--- config.mk ---
export PLATFORM = sky130hd
export DESIGN_NAME = control_unit
export DESIGN_NICKNAME = d
export VERILOG_FILES = /design/src/rtl/control_unit_pkg.sv /design/src/rtl/alu_decoder.sv /design/src/rtl/control_unit.sv
export SDC_FILE = /design/constraint.sdc
export NUM_CORES = 1
export LEC_CHECK = 0
export CORE_AREA = 10 10 47 49
export DETAILED_ROUTE_END_ITERATION = 12
export DIE_AREA = 0 0 57 59
export PLACE_DENSITY_LB_ADDON = 0.08
export SYNTH_ARGS = -nofsm -noshare
export SYNTH_HDL_FRONTEND = slang
export SYNTH_SLANG_ARGS = --single-unit
export TNS_END_PERCENT = 100
--- constraint.sdc ---
create_clock -name clk -period 1.9 [get_ports clk]
set_input_delay 0.38 -clock clk [delete_from_list [all_inputs] [get_ports clk]]
set_output_delay 0.38 -clock clk [all_outputs]
set_load 0.03 [all_outputs]
--- src/rtl/control_unit_pkg.sv ---
// control_unit_pkg
//   Shared constants for the single-cycle control unit: supported opcodes,
//   ALUControl encodings, branch funct3 codes and immediate-format selects,
//   plus the decoded control-word type used between the decoder stages.
package control_unit_pkg;

    // Supported major opcodes (instruction bits [6:0])
    localparam logic [6:0] LOAD   = 7'b0000011;
    localparam logic [6:0] STORE  = 7'b0100011;
    localparam logic [6:0] RTYPE  = 7'b0110011;
    localparam logic [6:0] ITYPE  = 7'b0010011;
    localparam logic [6:0] BRANCH = 7'b1100011;

    // ALUControl encodings
    localparam logic [2:0] ALU_ADD = 3'b000;
    localparam logic [2:0] ALU_SHL = 3'b001;
    localparam logic [2:0] ALU_SUB = 3'b010;
    localparam logic [2:0] ALU_XOR = 3'b100;
    localparam logic [2:0] ALU_SHR = 3'b101;
    localparam logic [2:0] ALU_OR  = 3'b110;
    localparam logic [2:0] ALU_AND = 3'b111;

    // Branch condition codes (funct3)
    localparam logic [2:0] BEQ = 3'b000;
    localparam logic [2:0] BNE = 3'b001;
    localparam logic [2:0] BLT = 3'b100;
    localparam logic [2:0] BGE = 3'b101;

    // Immediate formats
    localparam logic [1:0] IMM_I = 2'b00;
    localparam logic [1:0] IMM_S = 2'b01;
    localparam logic [1:0] IMM_B = 2'b10;

    // Main-decoder output bundle; is_branch gates the branch-condition logic.
    typedef struct packed {
        logic       is_branch;
        logic       result_src;
        logic       mem_write;
        logic       alu_src;
        logic       reg_write;
        logic [1:0] imm_src;
    } ctrl_t;

    // True for the five opcodes this unit decodes.
    function automatic logic is_supported(input logic [6:0] op);
        return (op == LOAD) || (op == STORE) || (op == RTYPE) ||
               (op == ITYPE) || (op == BRANCH);
    endfunction

endpackage

--- src/rtl/alu_decoder.sv ---
// alu_decoder
//   Derives ALUControl from opcode/funct3/funct7.
//   Ports:
//     opcode      in  7  instruction bits [6:0]
//     funct3      in  3  instruction bits [14:12]
//     funct7      in  1  instruction bit 30 (selects sub for R-type funct3 000)
//     alu_control out 3  ALU operation encoding
module alu_decoder
    import control_unit_pkg::*;
(
    input  logic [6:0] opcode,
    input  logic [2:0] funct3,
    input  logic       funct7,
    output logic [2:0] alu_control
);

    logic [2:0] op_by_funct3;
    logic       is_rtype;

    assign is_rtype = (opcode == RTYPE);

    // Arithmetic/logic mapping shared by R-type and I-type. Only R-type may
    // turn funct3 000 into a subtract; I-type has no funct7 field there.
    always_comb begin
        op_by_funct3 = ALU_ADD;
        case (funct3)
            3'b000:  op_by_funct3 = (is_rtype && funct7) ? ALU_SUB : ALU_ADD;
            3'b001:  op_by_funct3 = ALU_SHL;
            3'b100:  op_by_funct3 = ALU_XOR;
            3'b101:  op_by_funct3 = ALU_SHR;  // arithmetic/logical share one code
            3'b110:  op_by_funct3 = ALU_OR;
            3'b111:  op_by_funct3 = ALU_AND;
            default: op_by_funct3 = ALU_ADD;  // slt/sltu not supported
        endcase
    end

    always_comb begin
        alu_control = ALU_ADD;
        case (opcode)
            LOAD, STORE:  alu_control = ALU_ADD;  // address generation
            RTYPE, ITYPE: alu_control = op_by_funct3;
            BRANCH:       alu_control = ALU_SUB;  // compare via subtraction
            default:      alu_control = ALU_ADD;  // all-zero for unsupported ops
        endcase
    end

endmodule

--- src/rtl/control_unit.sv ---
// control_unit
//   Single-cycle instruction decoder. All control outputs except IllegalOp
//   are combinational from the current inputs and ignore rst.
//   Ports:
//     clk        in  1  rising-edge clock, only clocks IllegalOp
//     rst        in  1  asynchronous active-high reset of IllegalOp
//     opcode     in  7  instruction bits [6:0]
//     funct3     in  3  instruction bits [14:12]
//     funct7     in  1  instruction bit 30
//     zeroFlag   in  1  ALU result == 0
//     signFlag   in  1  ALU result sign
//     PCSrc      out 1  take branch target
//     ResultSrc  out 1  writeback from data memory
//     MemWrite   out 1  data-memory write enable
//     ALUSrc     out 1  ALU operand B is the immediate
//     RegWrite   out 1  register-file write enable
//     ImmSrc     out 2  immediate format (00 I, 01 S, 10 B)
//     ALUControl out 3  ALU operation
//     IllegalOp  out 1  sticky: an unsupported opcode was seen at a clock edge
module control_unit
    import control_unit_pkg::*;
(
    input  logic       clk,
    input  logic       rst,
    input  logic [6:0] opcode,
    input  logic [2:0] funct3,
    input  logic       funct7,
    input  logic       zeroFlag,
    input  logic       signFlag,
    output logic       PCSrc,
    output logic       ResultSrc,
    output logic       MemWrite,
    output logic       ALUSrc,
    output logic       RegWrite,
    output logic [1:0] ImmSrc,
    output logic [2:0] ALUControl,
    output logic       IllegalOp
);

    ctrl_t      ctrl;
    logic [2:0] alu_control;
    logic       branch_taken;
    logic       illegal_d;
    logic       illegal_q;

    alu_decoder u_alu_decoder (
        .opcode      (opcode),
        .funct3      (funct3),
        .funct7      (funct7),
        .alu_control (alu_control)
    );

    // Main decoder
    always_comb begin
        ctrl = '0;
        case (opcode)
            LOAD: begin
                ctrl.result_src = 1'b1;
                ctrl.alu_src    = 1'b1;
                ctrl.reg_write  = 1'b1;
                ctrl.imm_src    = IMM_I;
            end
            STORE: begin
                ctrl.mem_write  = 1'b1;
                ctrl.alu_src    = 1'b1;
                ctrl.imm_src    = IMM_S;
            end
            RTYPE: begin
                ctrl.reg_write  = 1'b1;
                ctrl.imm_src    = IMM_I;
            end
            ITYPE: begin
                ctrl.alu_src    = 1'b1;
                ctrl.reg_write  = 1'b1;
                ctrl.imm_src    = IMM_I;
            end
            BRANCH: begin
                ctrl.is_branch  = 1'b1;
                ctrl.imm_src    = IMM_B;
            end
            default: ctrl = '0;
        endcase
    end

    // Branch condition; only meaningful when the main decoder flags a branch.
    always_comb begin
        branch_taken = 1'b0;
        case (funct3)
            BEQ:     branch_taken = zeroFlag;
            BNE:     branch_taken = ~zeroFlag;
            BLT:     branch_taken = signFlag;
            BGE:     branch_taken = ~signFlag;
            default: branch_taken = 1'b0;
        endcase
    end

    assign PCSrc      = ctrl.is_branch & branch_taken;
    assign ResultSrc  = ctrl.result_src;
    assign MemWrite   = ctrl.mem_write;
    assign ALUSrc     = ctrl.alu_src;
    assign RegWrite   = ctrl.reg_write;
    assign ImmSrc     = ctrl.imm_src;
    assign ALUControl = alu_control;

    // Sticky illegal-opcode flag; only rst clears it.
    assign illegal_d = illegal_q | ~is_supported(opcode);

    always_ff @(posedge clk or posedge rst) begin
        if (rst) begin
            illegal_q <= 1'b0;
        end else begin
            illegal_q <= illegal_d;
        end
    end

    assign IllegalOp = illegal_q;

endmodule

==> results.cfg, run 1 <==
[outcome]
status = complete, no violations

[power]
peakVddDrop_v = 0.000104
p_per_area_mw_per_mm2 = 162
p_leak_nw = 0.257
finalPower_w = 0.0000822

[synthesis]
synth_simple_gate_area_frac = 0.510
yosys-top-cells-count = 3 x a21oi_1, 3 x and3_1, 2 x inv_1, 2 x nand2b_1, 2 x nor2_1
ys_seq_elements = 1
synth_warnings = 0
ys_types = 19
synth_top_area_share = 0.132
synth.area.top_cells = dfrtp_1 13%, and3_1 9.9%, a21oi_1 7.9%, and4bb_2 6.6%, nand2b_1 6.6%
synth_fp_nets = 41
synth-adder-area-share = 0
ys_seq_area_frac = 0.132
synthFlopType = dfrtp_1
synth_top_family_by_area = simple AND/OR/NAND/NOR gates
synth_edf_count = 0
synth_compound_area_frac = 0.179
syn_area_um2 = 189
synthMuxAreaShare = 0.0530
synth_xor_xnor_area_share = 0.0464
async_flop_share = 1.00
synth_area_leader_cell = dfrtp_1
synth_cells = 26
postSynthAreaPerCell_um2 = 7.27

[global_routing]
grt_overflow = 0
grt_max_degree = 6
first_global_vias = 365
antenna_found_initial = 0
track_usage = 0.0549
grt_pass1_wl_mm = 1.62

[drt]
final_antenna_net_count = 0
drt_first_iter_violations = 0
vias = 312
wire_per_inst_um = 13.2
finalWirelength_um = 960
first_pass_iters = 1
drc = 0
viasPerCell = 4.27

[placed_design]
dp_slack_ps = -168
gp_congestion = 0.688
postPlaceCellArea_um2 = 472
portBuffers = 25
place_hpwl_um = 833

[clock_network]
path_clk_slew_ps = 0
clk_latency_ps = 0
postCtsHoldBufs = 0

[sta]
fmax_ghz = 0.549
rsz0062_at_grt = no
fin_setup_tns_ps = 0
finalHoldViolCount = 0
fin_crit_ps = 1820
min_period_over_period = 0.959
fin_hold_ws_ps = 472
fin_ws_ps = 77.2
setup_viol = 0
slew_violations = 0
tightest_slew_ps = 311
slew-limit-headroom = 0.792
clock_skew_ps = 0

[critical_path]
cp_num_cells = 5
worstPathCellList = dlygate4sd2_1, and4bb_2, and3_4, and3_4, buf_6
crit_type = in2out
cp-end-kind = output port
critPathMaxFanout = 5
slowest_stage = and4bb_2
cp_num_buf_inv = 2
path_common_cell = and3_4
arrival_ps = 1440
cp.required_ps = 1520
cpPeakStageDelay_ps = 350
reg2reg_slack_ps = 1240
reg2regPathDepth = 2
cp_top_family = simple AND/OR/NAND/NOR gates
cp-start-kind = input port

[floorplan]
ios = 26
die_area_mm2 = 0.00336
fp.coreArea_mm2 = 0.00140
start_util = 0.135
rows = 14
dieHeight_um = 59
die_w_um = 57

[finish]
fin_nets = 74
diodes = 0
final_layout_size_suffix_gt1_frac = 0.404
fin_area_um2 = 507
largest_reg_flops = 1
area_growth_pct = 168

[worst_hold_path]
holdCritPathClass = reg2reg
hold_path_depth = 2

[run]
drv_cap = 0
## placed cells by master (no fill, tap or decap)
cell type and count:
nor4_2 1, and3_4 2, buf_6 2, a21oi_1 3
and4bb_2 1, nand2b_1 2, dlymetal6s2s_1 1, dfrtp_1 1
clkdlybuf4s50_1 5, nor2_1 2, nor3_2 1, and4b_1 1
o2111a_1 1, xnor2_1 1, and2b_1 1, and3_1 1
nor2b_4 1, mux2i_1 1, nand4_1 1, inv_1 2
buf_4 15, nand2_1 1, dlygate4sd2_1 9, a21boi_1 1
## per-layer routing
| layer | routed length (µm) | track usage | vias up |
|---|---|---|---|
| met4 | 0 | 0 | 0 |
| met3 | 120 | 0.0279 | 0 |
| li1 | - | - | 159 |
| met5 | 0 | 0 | - |
| met2 | 548 | 0.113 | 13 |
| met1 | 291 | 0.0486 | 140 |
## cell type report
cell class	count	area [µm²]
Inverter	2	7.51
Sequential cell	1	25.0
Tap cell	16	20.0
Timing Repair Buffer	32	277
Fill cell	169	895
Multi-Input combinational cell	22	178
## worst register-to-register path, delay by kind of cell, from the launching register on
| kind | cells | cell delay, ps |
|---|---|---|
| AOI/OAI and AO/OA | 1 | 110 |
| DFF | 1 | 360 |
| and+or+nand+nor | 1 | 60 |
## through the flow
stage / cells / util
finish: 73 / 0.362
global route: 73 / 0.362
floorplan: 26 / -
CTS: 73 / 0.349
detailed placement: 72 / 0.337
global placement: 72 / 0.337
## path summary, 6_finish.rpt
check | start | end
setup / recovery | opcode[3] | PCSrc
hold / removal | IllegalOp$_DFF_PP0_ | IllegalOp$_DFF_PP0_
setup reg to reg | IllegalOp$_DFF_PP0_ | IllegalOp$_DFF_PP0_
hold reg to reg | IllegalOp$_DFF_PP0_ | IllegalOp$_DFF_PP0_
max in group asynchronous | rst | IllegalOp$_DFF_PP0_
min in group asynchronous | rst | IllegalOp$_DFF_PP0_
## power by group
group	total [W]	internal (W)	leakage (nW)	switching [W]
logic	0.0000605	0.0000363	0.248	0.0000242
registers	0.0000217	0.0000217	0.00875	0
clock network	0	0	0	0
## cells by family (layout without fill, tap and decap cells)
kind of cell / count (synthesis) / after routing
DFF: 1 / 1
muxes: 1 / 1
xor gates and xnor gates: 1 / 1
and+or+nand+nor: 15 / 15
buffers and inverters: 3 / 34
AOI/OAI and AO/OA: 5 / 5
## what timing repair did
action                                  CTS  global route
pin swaps                                 3             0
endpoints found under the setup margin   10             2
resized for setup                        14             4
endpoints found under the hold margin     0             0
buffers inserted                          1             0
Note: power is estimated with default switching activity, not from simulation.
==> run 2: changes to the inputs <==
Settings changed: RECOVER_POWER set to 100.
==> results.cfg, run 2 (same netlist as run 1, synthesis figures left out) <==
[outcome]
status = complete, no violations

[critical_path]
cp-start-kind = input port
critPathMaxFanout = 4
cp-end-kind = output port
reg2regPathDepth = 2
crit_type = in2out
cp.required_ps = 1520
timing.rr.end = IllegalOp$_DFF_PP0_
reg2reg_slack_ps = 1250
r2r-start = IllegalOp$_DFF_PP0_
arrival_ps = 1450

[worst_hold_path]
hp-start = IllegalOp$_DFF_PP0_
holdCritPathClass = reg2reg
hold_path_depth = 2
hold_end = IllegalOp$_DFF_PP0_

[power]
comb_power_share = 0.729
p_leak_nw = 0.250
p_per_area_mw_per_mm2 = 164
internal_power_w = 0.0000561
p_clk_frac = 0
p_sw_w = 0.0000239
p_seq_frac = 0.271
switching_share = 0.299
peakVddDrop_v = 0.000103

[run]
drv_cap = 0

[finish]
final_layout_size_suffix_gt1_frac = 0.368
diodes = 0
largest_reg_flops = 1
layout.cells.non_filler = 73
fin_area_um2 = 487
fin_nets = 74
final_util = 0.347
layout_commonest_cell = buf_4
final_cell_mix = 12 x buf_4, 9 x dlygate4sd2_1, 3 x a21oi_1, 3 x clkdlybuf4s50_1
area_growth_pct = 158

[sta]
slew_violations = 0
tightest_slew_ps = 317
finalHoldViolCount = 0
fmax_ghz = 0.547
fin_crit_ps = 1830
min_period_over_period = 0.962
slew-limit-headroom = 0.788
fin_hold_ws_ps = 467
fin_setup_tns_ps = 0
rsz0062_at_grt = no
clock_skew_ps = 0
setup_viol = 0

[clock_network]
postCtsHoldBufs = 0
clk_latency_ps = 0
path_clk_slew_ps = 0

[floorplan]
start_util = 0.135
dieHeight_um = 59
fp.coreArea_mm2 = 0.00140
die_w_um = 57
die_area_mm2 = 0.00336
ios = 26
rows = 14

[global_routing]
grt_pass1_wl_mm = 1.62
first_global_vias = 365
grt_max_degree = 6
track_usage = 0.0549
antenna_found_initial = 0
grt_overflow = 0

[drt]
drc = 0
vias = 314
drt_first_iter_violations = 0
wire_per_inst_um = 13.2
final_antenna_net_count = 0
first_pass_iters = 1
finalWirelength_um = 961
viasPerCell = 4.30

[placed_design]
place_hpwl_um = 833
gp_congestion = 0.688
postPlaceCellArea_um2 = 472
portBuffers = 25
placedCellCount = 72
==> run 2: what timing repair did <==
action	CTS	global route
gates cloned	0	0
setup buffers	1	0
gates resized for setup	14	4
setup endpoints to repair	10	2
pin swaps	3	0
==> run 2: cell type report <==
type                       count  area [µm²]
tap                           16        20.0
fill                         175         915
inverter                       2        7.51
multi-input combinational     22         173
timing repair buffer          32         262
sequential                     1        25.0
==> run 2: how the worst max path moves through the flow <==
| stage | end | cells past startpoint | start |
|---|---|---|---|
| finish | ALUControl[1] | 6 | opcode[6] |
| global placement | PCSrc | 5 | funct3[2] |
| floorplan | ImmSrc[0] | 4 | opcode[2] |
| detailed placement | PCSrc | 5 | funct3[2] |
| CTS | PCSrc | 5 | opcode[5] |
| global route | ResultSrc | 5 | opcode[2] |
==> run 2: power groups by stage <==
| stage | clock, W | combinational [W] | sequential, W |
|---|---|---|---|
| 3_3_place_gp | 0 | 0.0000621 | 0.0000217 |
| 5_1_grt | 0 | 0.0000638 | 0.0000217 |
| 4_1_cts | 0 | 0.0000602 | 0.0000217 |
| 3_5_place_dp | 0 | 0.0000629 | 0.0000217 |
| 2_1_floorplan | 0 | 0.0000156 | 0.0000217 |
| 6_report | 0 | 0.0000584 | 0.0000217 |
==> run 2: layer usage <==
metal / share of wire / track usage
met1: 0.30 / 0.0486
met2: 0.57 / 0.113
met3: 0.12 / 0.0279
met4: 0 / 0
met5: 0 / 0
==> run 2: critical path, cell delays in order <==
cell           delay, ps
dlygate4sd2_1        270
buf_4                150
and4b_1              220
a21oi_1               40
a21boi_1             150
clkbuf_2             220
==> run 2: stage by stage <==
step	power [W]	setup slack (ps)
6_report	0.0000800	71.4
5_1_grt	0.0000855	14.4
4_1_cts	0.0000819	11.8
3_5_place_dp	0.0000846	-168
3_3_place_gp	0.0000838	-97.5
2_1_floorplan	0.0000373	4.68
==> RTL edit 1, RTL diff (config.mk and constraints of run 2) <==
Reset style: synchronous (`rst`), changed in one clocked block. Comments in the files are not updated.
--- a/src/rtl/control_unit.sv
+++ b/src/rtl/control_unit.sv
@@ -106,5 +106,5 @@
     assign illegal_d = illegal_q | ~is_supported(opcode);
 
-    always_ff @(posedge clk or posedge rst) begin
+    always_ff @(posedge clk) begin
         if (rst) begin
             illegal_q <= 1'b0;
Check against the original RTL: differs if rst is asserted again (counterexample within 4 cycles, from zero or initial values and one cycle with rst high); with rst held inactive, the same outputs for 10 cycles.
==> RTL edit 1 against run 2 <==
  * Global-route usage decreased by 0.20 points
  * Cell area decreased by 2.1%
  * Highest routed layer unchanged
  * Wire length decreased by 2.7%
  * Power increased by 8.5%
  * Sequential cell count unchanged
  * Core utilization decreased by 0.71 points
  * Setup slack improved by 0.0082 ns
  * Synthesized area decreased by 4.0%
==> RTL edit 1: results (changes against run 2) <==
run status: finished, final reports clean
CP top delay family: simple AND/OR/NAND/NOR gates
layout cell share with drive strength beyond 1: 36.4% (-0.48 points)
reg2reg start: IllegalOp$_SDFF_PP0_
Initial DRT Pass Iterations: 2 (+1)
worst hold path startpoint: IllegalOp$_SDFF_PP0_
routed vias/inst: 4.37 (+1.5%)
Area contributors post-synth: a21oi_1 11%, dfxtp_1 11%, and3_1 10%, and4bb_2 6.9%, nand2b_1 6.9%
reg2reg path depth: 2 (unchanged)
Nets: 72 (-2.7%)
r2r setup slk: 1.32 ns (+0.07 ns)
vias in the first global route: 330 (-9.6%)
fraction of registers with async set/reset: 0% (-100 points)
Post-synth top flop: dfxtp_1
DR iter-0 viols: 3 (+3)
register area share after synthesis: 11.0% (-2.2 points)
WL final: 935 um (-2.7%)
Hold Path End: IllegalOp$_SDFF_PP0_
post-place setup slack: -0.116 ns (+0.0523 ns)
Peak VDD IR: 0.0845 mV (-18%)
Total GRT Usage: 5.28% (-0.20 points)
routability congestion estimate: 0.764 (+11%)
utilization after layout: 34.0% (-0.71 points)
actual slew at the worst max-slew pin: 0.315 ns (-0.00188 ns)
DPL Wire Length: 813 um (-2.4%)
Commonest cells post-synth: 4 x a21oi_1, 3 x and3_1, 2 x nand2b_1, 2 x nor2_1
dpl cell area: 464 um^2 (-1.6%)
Syn Nets: 40 (-2.4%)
Worst Path Max Fanout: 5 (+1)
first-pass GRT wire length: 1570 um (-3.0%)
fillers: 170 (-2.9%)
clock latency on the worst-skew pair: 0 ns (unchanged)
Initial Util: 12.9% (-0.54 points)
beginning of the critical path: opcode[3]
Cell variety after synth: 18 (-1)
Static Leak: 0.255 nW (+1.8%)
post-synth top area cell: a21oi_1
largest net degree at the start of global routing: 8 (+2)
Critical Path Max Stage Delay: 0.34 ns (+0.07 ns)
Min Hold Slack: 0.508 ns (+0.0413 ns)
Crit-path slowest cell: and4bb_2
worst reg2reg path endpoint: IllegalOp$_SDFF_PP0_
RTL edit 1: worst max-delay path by stage:
stage,end,slack (ns),depth (start not counted)
after floorplan,ImmSrc[0],0.004,4
after global placement,PCSrc,-0.12,5
after detailed placement,ALUControl[1],-0.12,5
after CTS,ALUControl[1],0.01,6
after global routing,MemWrite,0.008,5
final,ALUControl[0],0.08,5
RTL edit 1: logic make-up after synthesis:
kind of cell | Yosys count | synth area share (%)
simple gates | 14 | 51.0
compound gates | 6 | 21.4
buf+inv | 2 | 6.21
xor+xnor | 1 | 4.83
mux | 1 | 5.52
flops | 1 | 11.0
RTL edit 1: final cells by class:
type / instances / area share (%)
sequential: 1 / 4.20
multi-input combinational: 22 / 35.4
tap: 16 / 4.20
inverter: 1 / 0.787
timing repair buffer: 31 / 55.4
RTL edit 1: metal layers:
| metal | track usage [%] | wire, um | up-vias | share of wire [%] |
|---|---|---|---|---|
| met3 | 3.43 | 142 | 0 | 15 |
| met4 | 0 | 0 | 0 | 0 |
| met1 | 5.50 | 366 | 138 | 39 |
| li1 | - | - | 156 | - |
| met5 | 0 | 0 | - | 0 |
| met2 | 9.30 | 426 | 16 | 46 |
RTL edit 1: worst register-to-register path, stage by stage, from the launching register on:
cell and delay, ns:
dfxtp_1 0.28, a21oi_1 0.11, a21oi_1 0.07
RTL edit 1: what timing repair did:
| action | CTS | global route |
|---|---|---|
| pin swaps | 4 | 0 |
| gates resized for setup | 17 | 2 |
| setup buffers | 0 | 0 |
| endpoints found under the hold margin | 0 | 0 |
| cloned | 0 | 0 |
| endpoints found under the setup margin | 10 | 2 |
RTL edit 1: report_power, final:
part | switching, W | internal (W) | leakage [nW]
combinational | 0.0000261 | 0.0000375 | 0.246
sequential | 0.000000526 | 0.0000227 | 0.00844
clock | 0 | 0 | 0
RTL edit 1: metrics by stage:
step | setup TNS (ns) | std cells | power [W]
2_1_floorplan | 0 | 25 | 0.0000420
3_3_place_gp | -0.638 | 71 | 0.0000911
3_5_place_dp | -0.795 | 71 | 0.0000914
4_1_cts | 0 | 71 | 0.0000897
5_1_grt | 0 | 71 | 0.0000932
6_report | 0 | 71 | 0.0000868
==> RTL edit 2, RTL diff (settings of run 2) <==
Made on the original files. Register the outputs `PCSrc`, `ResultSrc`, `MemWrite`, `ALUSrc`, `RegWrite`, `ImmSrc` and `ALUControl`, without a reset; this adds one clock of latency there. The other outputs are not delayed to match.
--- a/src/rtl/control_unit.sv
+++ b/src/rtl/control_unit.sv
@@ -95,11 +95,13 @@
     end
 
-    assign PCSrc      = ctrl.is_branch & branch_taken;
-    assign ResultSrc  = ctrl.result_src;
-    assign MemWrite   = ctrl.mem_write;
-    assign ALUSrc     = ctrl.alu_src;
-    assign RegWrite   = ctrl.reg_write;
-    assign ImmSrc     = ctrl.imm_src;
-    assign ALUControl = alu_control;
+    always_ff @(posedge clk) begin
+        PCSrc      <= ctrl.is_branch & branch_taken;
+        ResultSrc  <= ctrl.result_src;
+        MemWrite   <= ctrl.mem_write;
+        ALUSrc     <= ctrl.alu_src;
+        RegWrite   <= ctrl.reg_write;
+        ImmSrc     <= ctrl.imm_src;
+        ALUControl <= alu_control;
+    end
 
     // Sticky illegal-opcode flag; only rst clears it.
Formal check against the unedited RTL: not equivalent (Yosys sat finds a counterexample within 4 cycles, from zero or initial values and one cycle with rst high).
==> RTL edit 2 against run 2 <==
  * Setup slack better by 0.10 ns
  * Cell area is 38% higher
  * Critical path depth is 5 lower
  * Wire length is 3.2% lower
  * Synthesized area is 100% higher
  * Sequential cell count is 9 higher
  * Largest cell class unchanged
Power is left out: it rests on default switching activity, and per cell area and clock period it moved more than threefold.
==> RTL edit 2: results (changes against run 2) <==
layout cell share with drive strength beyond 1: 8.06% (-29 points)
Post-synth top flop: dfxtp_1
TritonCTS Buffers: 3
Ant. Diodes: 0 (unchanged)
post-cts sizing count: 0 (-14)
routed vias/inst: 4.35 (+1.0%)
Clk Tree Root Cell: clkbuf_4
fraction of registers with async set/reset: 10.0% (-90 points)
clock latency on the worst-skew pair: 0.26 ns (+0.26 ns)
initial antenna violation count: 0 (unchanged)
vias in the first global route: 388 (+6.3%)
Worst Path Max Fanout: 2 (-2)
Cell variety after synth: 21 (+2)
worst reg2reg path endpoint: IllegalOp$_DFF_PP0_
r2r setup slk: 1.21 ns (-0.04 ns)
largest net degree at the start of global routing: 8 (+2)
DR iter-0 viols: 9 (+9)
slew margin rel.: 77.9% (-0.87 points)
Syn Nets: 49 (+20%)
Crit-path slowest cell: dlygate4sd3_1
routability congestion estimate: 0.803 (+17%)
# port buffers: 25 (unchanged)
Routed wire per std cell: 11.9 um (-9.4%)
Worst Clk Skew: 0 ns (unchanged)
Nets: 78 (+5.4%)
Initial DRT Pass Iterations: 4 (+3)
first-pass GRT wire length: 1570 um (-3.4%)
fillers: 140 (-20%)
Clock transition at path regs: 0.07 ns (+0.07 ns)
Area contributors post-synth: dfxtp_1 47%, dfrtp_1 6.5%, mux2i_1 5.2%, nand2b_4 3.6%, and4bb_1 3.3%
run status: finished, final reports clean
CP top delay family: buffers and inverters
Synth Warn #: 0 (unchanged)
DPL Wire Length: 802 um (-3.6%)
post-CTS setup buffers: 0 (-1)
post-place setup slack: 0.304 ns (+0.472 ns)
Regs by FF count: ALUControl: 3 flops, ImmSrc: 2 flops
register area share after synthesis: 53.6% (+40 points)
CP arrival: 1.34 ns (-0.11 ns)
Critical Path Max Stage Delay: 0.75 ns (+0.48 ns)
reg2reg path depth: 2 (unchanged)
total number of H-tree levels: 1
reg2reg start: IllegalOp$_DFF_PP0_
HP Class: in -> async
Total GRT Usage: 5.87% (+0.39 points)
max reg flops: 3 (+2)
Bufs on Longest Clock Path: 2
==> RTL edit 2: cell families after synthesis <==
kind of cell,share of synthesized area [%]
XOR/XNOR,2.29
flip-flops,53.6
AND/OR/NAND/NOR,31.4
multiplexers,5.23
AO/OA/AOI/OAI,4.58
buffers and inverters,2.94
==> RTL edit 2: how the worst max path moves through the flow <==
stage                   startpoint  slack [ns]               endpoint  depth (start not counted)
3_5_place_dp             opcode[4]        0.30  ALUControl[1]$_DFF_P_                          4
5_1_grt        IllegalOp$_DFF_PP0_        0.11              IllegalOp                          1
6_report       IllegalOp$_DFF_PP0_        0.18              IllegalOp                          1
4_1_cts        IllegalOp$_DFF_PP0_        0.22              IllegalOp                          1
2_1_floorplan            opcode[2]        0.80  ALUControl[0]$_DFF_P_                          3
3_3_place_gp             funct3[2]        0.31          PCSrc$_DFF_P_                          4
==> RTL edit 2: layout make-up <==
cell class,count,share of cell area (%)
inverters,1,0.560
flip-flops and latches,10,30.6
repair buffers,25,37.3
clock buffers,4,5.41
multi-input cells,22,23.1
well taps,16,2.99
==> RTL edit 2: per-layer routing <==
layer  track usage [%]  vias to the layer above  routed length [um]
li1                  -                      177                   -
met1              5.69                      145                 371
met2              8.99                       17                 433
met3              5.79                        0                 125
met4              1.01                        0                   0
met5                 0                        -                   0
==> RTL edit 2: stage by stage <==
| stage | hold slack [ns] | utilization (%) | cell area [um^2] | cells |
|---|---|---|---|---|
| after floorplan | 0.109 | - | 383 | 34 |
| after global placement | 0.468 | 46.1 | 646 | 74 |
| after detailed placement | 0.465 | 46.1 | 646 | 74 |
| after CTS | 0.251 | 48.7 | 682 | 78 |
| after global routing | 0.374 | 47.9 | 671 | 78 |
| final | 0.391 | 47.9 | 671 | 78 |
